File: src/rtl/vga_timing_gen_if.sv
// Pixel-timing bundle driven by vga_timing_gen and consumed by the drawing logic.
// The rgb test-pattern signal exists only when VGA_TEST_PATTERN_EN is defined.
interface vga_timing_gen_if;
  logic       p_tick;
  logic [9:0] x;
  logic [9:0] y;
  logic       hsync;
  logic       vsync;
  logic       video_on;
  logic       frame_tick;
`ifdef VGA_TEST_PATTERN_EN
  logic [11:0] rgb;
`endif

  modport master (
    output p_tick, x, y, hsync, vsync, video_on,
`ifdef VGA_TEST_PATTERN_EN
    output rgb,
`endif
    output frame_tick
  );

  modport slave (
    input p_tick, x, y, hsync, vsync, video_on,
`ifdef VGA_TEST_PATTERN_EN
    input rgb,
`endif
    input frame_tick
  );
endinterface

File: src/rtl/vga_timing_gen.sv
// 640x480@60 pixel-timing generator: clock divider, x/y counters, sync and blank decodes.
// Optional colour-bar test pattern on rgb when VGA_TEST_PATTERN_EN is defined.
module vga_timing_gen #(
  parameter int CLK_DIV   = 4,
  parameter int H_VISIBLE = 640,
  parameter int H_FRONT   = 16,
  parameter int H_SYNC    = 96,
  parameter int H_BACK    = 48,
  parameter int V_VISIBLE = 480,
  parameter int V_FRONT   = 10,
  parameter int V_SYNC    = 2,
  parameter int V_BACK    = 33
) (
  input  logic             clk,
  input  logic             reset,
  vga_timing_gen_if.master vga
);

  localparam int H_TOTAL = H_VISIBLE + H_FRONT + H_SYNC + H_BACK;
  localparam int V_TOTAL = V_VISIBLE + V_FRONT + V_SYNC + V_BACK;
  localparam int DIV_W   = (CLK_DIV > 2) ? $clog2(CLK_DIV) : 1;

  localparam logic [DIV_W-1:0] DIV_LAST = DIV_W'(CLK_DIV - 1);
  localparam logic [DIV_W-1:0] DIV_ONE  = DIV_W'(1);
  localparam logic [9:0] H_LAST   = 10'(H_TOTAL - 1);
  localparam logic [9:0] V_LAST   = 10'(V_TOTAL - 1);
  localparam logic [9:0] H_VIS    = 10'(H_VISIBLE);
  localparam logic [9:0] V_VIS    = 10'(V_VISIBLE);
  localparam logic [9:0] HS_START = 10'(H_VISIBLE + H_FRONT);
  localparam logic [9:0] HS_END   = 10'(H_VISIBLE + H_FRONT + H_SYNC);
  localparam logic [9:0] VS_START = 10'(V_VISIBLE + V_FRONT);
  localparam logic [9:0] VS_END   = 10'(V_VISIBLE + V_FRONT + V_SYNC);

  logic [DIV_W-1:0] div;
  logic             p_tick;
  logic [9:0]       x_q, y_q;
  logic [9:0]       x_nxt, y_nxt;
  logic             hsync_q, vsync_q, video_q;
  logic             hsync_nxt, vsync_nxt, video_nxt;

  assign p_tick = (div == DIV_LAST);

  // x_nxt/y_nxt describe the pixel that follows the current one; registers load them on p_tick
  always_comb begin
    x_nxt = x_q + 10'd1;
    y_nxt = y_q;
    if (x_q == H_LAST) begin
      x_nxt = 10'd0;
      y_nxt = (y_q == V_LAST) ? 10'd0 : y_q + 10'd1;
    end
  end

  always_comb begin
    hsync_nxt = !((x_nxt >= HS_START) && (x_nxt < HS_END));
    vsync_nxt = !((y_nxt >= VS_START) && (y_nxt < VS_END));
    video_nxt = (x_nxt < H_VIS) && (y_nxt < V_VIS);
  end

  always_ff @(posedge clk) begin
    if (reset) begin
      div <= '0;
    end else begin
      div <= p_tick ? '0 : div + DIV_ONE;
    end
  end

  // Reset values match the decode of pixel (0,0) so outputs stay consistent
  always_ff @(posedge clk) begin
    if (reset) begin
      x_q     <= 10'd0;
      y_q     <= 10'd0;
      hsync_q <= 1'b1;
      vsync_q <= 1'b1;
      video_q <= 1'b1;
    end else if (p_tick) begin
      x_q     <= x_nxt;
      y_q     <= y_nxt;
      hsync_q <= hsync_nxt;
      vsync_q <= vsync_nxt;
      video_q <= video_nxt;
    end
  end

  assign vga.p_tick     = p_tick;
  assign vga.x          = x_q;
  assign vga.y          = y_q;
  assign vga.hsync      = hsync_q;
  assign vga.vsync      = vsync_q;
  assign vga.video_on   = video_q;
  assign vga.frame_tick = p_tick && (x_q == 10'd0) && (y_q == V_VIS);

`ifdef VGA_TEST_PATTERN_EN
  localparam logic [9:0] BAR_W = 10'(H_VISIBLE / 8);

  logic [11:0] rgb_q, rgb_nxt;

  always_comb begin
    rgb_nxt = 12'h000;
    if (video_nxt) begin
      case (x_nxt / BAR_W)
        10'd0:   rgb_nxt = 12'hfff;
        10'd1:   rgb_nxt = 12'hff0;
        10'd2:   rgb_nxt = 12'h0ff;
        10'd3:   rgb_nxt = 12'h0f0;
        10'd4:   rgb_nxt = 12'hf0f;
        10'd5:   rgb_nxt = 12'hf00;
        10'd6:   rgb_nxt = 12'h00f;
        default: rgb_nxt = 12'h000;
      endcase
    end
  end

  always_ff @(posedge clk) begin
    if (reset) begin
      rgb_q <= 12'h000;
    end else if (p_tick) begin
      rgb_q <= rgb_nxt;
    end
  end

  assign vga.rgb = rgb_q;
`endif

endmodule

File: src/flat_wrapper.sv
// flat-port wrapper written by rule: the top's interface ports become plain ports
module vga_timing_gen_flat 
#(
  parameter int CLK_DIV   = 4,
  parameter int H_VISIBLE = 640,
  parameter int H_FRONT   = 16,
  parameter int H_SYNC    = 96,
  parameter int H_BACK    = 48,
  parameter int V_VISIBLE = 480,
  parameter int V_FRONT   = 10,
  parameter int V_SYNC    = 2,
  parameter int V_BACK    = 33
)
  (clk, reset, vga_p_tick, vga_x, vga_y, vga_hsync, vga_vsync, vga_video_on, vga_frame_tick);
  vga_timing_gen_if vga_i ();
  input  logic clk;
  input  logic reset;
  output wire logic [$bits(vga_i.p_tick)-1:0] vga_p_tick;
  output wire logic [$bits(vga_i.x)-1:0] vga_x;
  output wire logic [$bits(vga_i.y)-1:0] vga_y;
  output wire logic [$bits(vga_i.hsync)-1:0] vga_hsync;
  output wire logic [$bits(vga_i.vsync)-1:0] vga_vsync;
  output wire logic [$bits(vga_i.video_on)-1:0] vga_video_on;
  output wire logic [$bits(vga_i.frame_tick)-1:0] vga_frame_tick;
  assign vga_p_tick = vga_i.p_tick;
  assign vga_x = vga_i.x;
  assign vga_y = vga_i.y;
  assign vga_hsync = vga_i.hsync;
  assign vga_vsync = vga_i.vsync;
  assign vga_video_on = vga_i.video_on;
  assign vga_frame_tick = vga_i.frame_tick;
  vga_timing_gen #(.CLK_DIV(CLK_DIV), .H_VISIBLE(H_VISIBLE), .H_FRONT(H_FRONT), .H_SYNC(H_SYNC), .H_BACK(H_BACK), .V_VISIBLE(V_VISIBLE), .V_FRONT(V_FRONT), .V_SYNC(V_SYNC), .V_BACK(V_BACK)) u_core (.clk(clk), .reset(reset), .vga(vga_i));
endmodule
File: config.mk
export PLATFORM = sky130hd
export DESIGN_NAME = vga_timing_gen_flat
export DESIGN_NICKNAME = d
export VERILOG_FILES = /design/src/rtl/vga_timing_gen_if.sv /design/src/rtl/vga_timing_gen.sv /design/src/flat_wrapper.sv
export SDC_FILE = /design/constraint.sdc
export NUM_CORES = 1
export LEC_CHECK = 0
export BUFFER_PORTS_ARGS = -buffer_cell sky130_fd_sc_hd__buf_2
export CAP_MARGIN = 20
export CORE_ASPECT_RATIO = 0.6
export CORE_UTILIZATION = 39
export DETAILED_ROUTE_END_ITERATION = 8
export PLACE_DENSITY = 0.62
export SLEW_MARGIN = 20
export SYNTH_ARGS = -nofsm -noshare
export SYNTH_HDL_FRONTEND = slang
export SYNTH_SLANG_ARGS = --single-unit
File: constraint.sdc
create_clock -name clk -period 2.75 [get_ports clk]
set_input_delay 0.1375 -clock clk [delete_from_list [all_inputs] [get_ports clk]]
set_output_delay 0.1375 -clock clk [all_outputs]
set_load 0.005 [all_outputs]
==> results.ini <==
[setup_path]
endpoint_kind=flip-flop
cp_top_family=simple AND/OR/NAND/NOR gates
r2r_start=u_core.vga.x[1]
critPathSlowestCell=or3_1
crit_path_max_fanout=6
max_stage_delay_ns=0.42
required_ns=2.91
path_buf_inv=0
startpoint_type=flip-flop
critPathMostFrequentCell=or3_1
cp.arrival_ns=2.67
worstSetupPathType=reg -> reg
rr_worst_depth=6
crit_chain=ha_1 -> nand4_1 -> or3_1 -> or3_1 -> a221o_1 -> a311o_1
r2r_slack_ns=0.24
timing.rr.end=u_core.vga.video_on

[synth]
yosys.area_share.adder_pct=4.84
syn_area_sq_um=1500
synth_compound_area_share_pct=18.4
synthTopCellsByCount=nor2_1 (26), dfxtp_1 (25), nand2_1 (15)
synthFlopType=dfxtp_1
yosysUniqueCellTypes=43
yosysTopAreaCellShare_pct=33.4
synth_xor_area_share_pct=4.09
ys_seq_area_share_pct=33.4
synth_top_cell_by_area=dfxtp_1
synth_edf_count=0
synth_nets=204
synth-simple-area-share_pct=31.5
synth-seq-cells=25
synth_cells=197
yosys-top-cells-area=dfxtp_1 (33%), nor2_1 (6.5%), a21oi_1 (4.7%)
synth_top_family_by_area=simple AND/OR/NAND/NOR gates
yosysMostFrequentCell=nor2_1
synth_mux_area_share_pct=2.09
syn_area_per_cell_sq_um=7.62
yosysWarningCount=0
async_flop_share_pct=0

[final_layout]
fin_util_pct=46.7
final_cells=266
syn2layout_area_growth_pct=14.4
diodes=0
nets=227
fill_cells=367
drive_gt1_share_pct=17.8
final_area_sq_um=1720

[min_path]
min_path_type=in -> reg
worstHoldStart=reset
whs_endpoint=u_core.vga.y[1]
holdPathStages=2

[detailed_routing]
drt_iter0_markers=155
top_layer=met4
wl_met1_mm=2.10
finalWirelength_mm=3.66
wl_per_cell_um=13.8
ant_nets=0
vias=1514
viasPerCell=5.69
drtPass1Iterations=4
drc=0
wl_met3_um=267
met2_wirelength_mm=1.27

[clock_tree]
cts_resized=0
cts_buffers=3
clkLatencyLatePin_ns=0.27
cts_max_path_buffers=2
clk_pin_slew_ns=0.09
htreeDepth=1
hold_buffers=0
postCtsSetupBuffers=0
cts_root_buf=clkbuf_8
cts_tree=done
clock_sinks=25

[die]
die_area_sq_um=4110
die_w_um=82.1
io_pins=27
row_count=17
die_h_um=50.0
initial_core_util_pct=40.8
coreArea_sq_um=3680

[sta]
relSlewSlack_pct=65.3
fmax_mhz=399
hold_viol_final=0
fin_tns_setup_ns=0
finClkSkew_ns=0.00221
post-route-min-period_ns=2.51
setup_viol=0
rsz0062_at_grt=false
fin_crit_sh_pct=91.1
worst_pin_slew_ns=0.520
maxSlewViolCount=0

[global_routing]
grt_use_total_pct=19.6
grt_max_degree=29
antenna_found_initial=0
grt_pass1_wl_mm=6.15
grt_pass1_vias=1218
grt-ovfl-total=0

[placed_design]
dp_hpwl_mm=2.67
port_buffers=26
place.gp.congestion=0.841
dpl-instance-area_sq_um=1670
dp_cells=262

[flow_run]
drv_cap=0

[power]
peakVddDrop_v=0.000223
power.total_mw=0.651
p_leak_nw=0.626
powerDensity_nw_per_um2=379

[run_status]
status=finished, final reports clean

worst max path at each step:
stage	from	end	slack, ns	depth (start not counted)
final	u_core.vga.x[1]	u_core.vga.video_on	0.24	6
after global routing	u_core.vga.x[1]	u_core.vga.y[2]	0.08	8
after CTS	u_core.vga.x[1]	u_core.vga.video_on	0.27	6
after detailed placement	u_core.vga.x[1]	u_core.vga.video_on	0.28	6
after global placement	u_core.vga.x[1]	u_core.vga.video_on	0.34	6
after floorplan	u_core.vga.x[5]	u_core.vga.video_on	0.28	7
layout by cell type, fill, tap and decap left out, types with 5 or more instances in the layout:
master	instances
nand4_1	8
nand2_1	15
ha_1	5
nand3_1	9
buf_2	26
o21ai_0	11
buf_4	6
nor3_1	10
dfxtp_1	25
a21oi_1	14
nor2_1	26
inv_1	6
sequential cells by signal, summed over array words and instances, names as in the netlist:
register,count
u_core.vga.y,10
u_core.vga.x,10
u_core.div,2
u_core.vga.video_on,1
u_core.vga.vsync,1
u_core.vga.hsync,1
layer usage:
layer / vias up / GRT usage (%)
li1: 760 / -
met1: 693 / 32.7
met2: 57 / 23.0
met3: 4 / 5.37
met4: 0 / 4.39
met5: - / 0
per-stage QoR:
step	worst slack [ns]	hold slack, ns
6_report	0.244	0.322
5_1_grt	0.0767	0.340
4_1_cts	0.269	0.321
3_5_place_dp	0.285	0.420
3_3_place_gp	0.336	0.412
2_1_floorplan	0.275	0.398
cells by family (layout without fill, tap and decap cells):
logic type,Yosys count,count (layout)
AND/OR/NAND/NOR,92,92
AO/OA/AOI/OAI,44,44
flip-flops,25,25
buffers and inverters,20,42
XOR/XNOR,7,7
adder cells (fa/ha/maj),6,6
multiplexers,3,3
report_power, final:
| group | total (mW) | leakage [nW] | internal [mW] | switching, mW |
|---|---|---|---|---|
| Clock | 0.222 | 0.0228 | 0.104 | 0.118 |
| Combinational | 0.0491 | 0.401 | 0.0211 | 0.0280 |
| Sequential | 0.380 | 0.202 | 0.371 | 0.00910 |
layout make-up:
type / count / area (sq um) / share of cell area [%]
multi-input combinational: 152 / 915 / 53.3
clock buffer: 4 / 45.0 / 2.62
tap: 47 / 58.8 / 3.43
timing repair buffer: 32 / 175 / 10.2
inverter: 6 / 22.5 / 1.31
sequential: 25 / 500 / 29.2
worst register-to-register path, cell delays in order, from the launching register on:
cell	delay [ns]
dfxtp_1	0.41
ha_1	0.26
nand4_1	0.22
or3_1	0.42
or3_1	0.35
a221o_1	0.39
a311o_1	0.35
(Power assumes the default switching activity.)
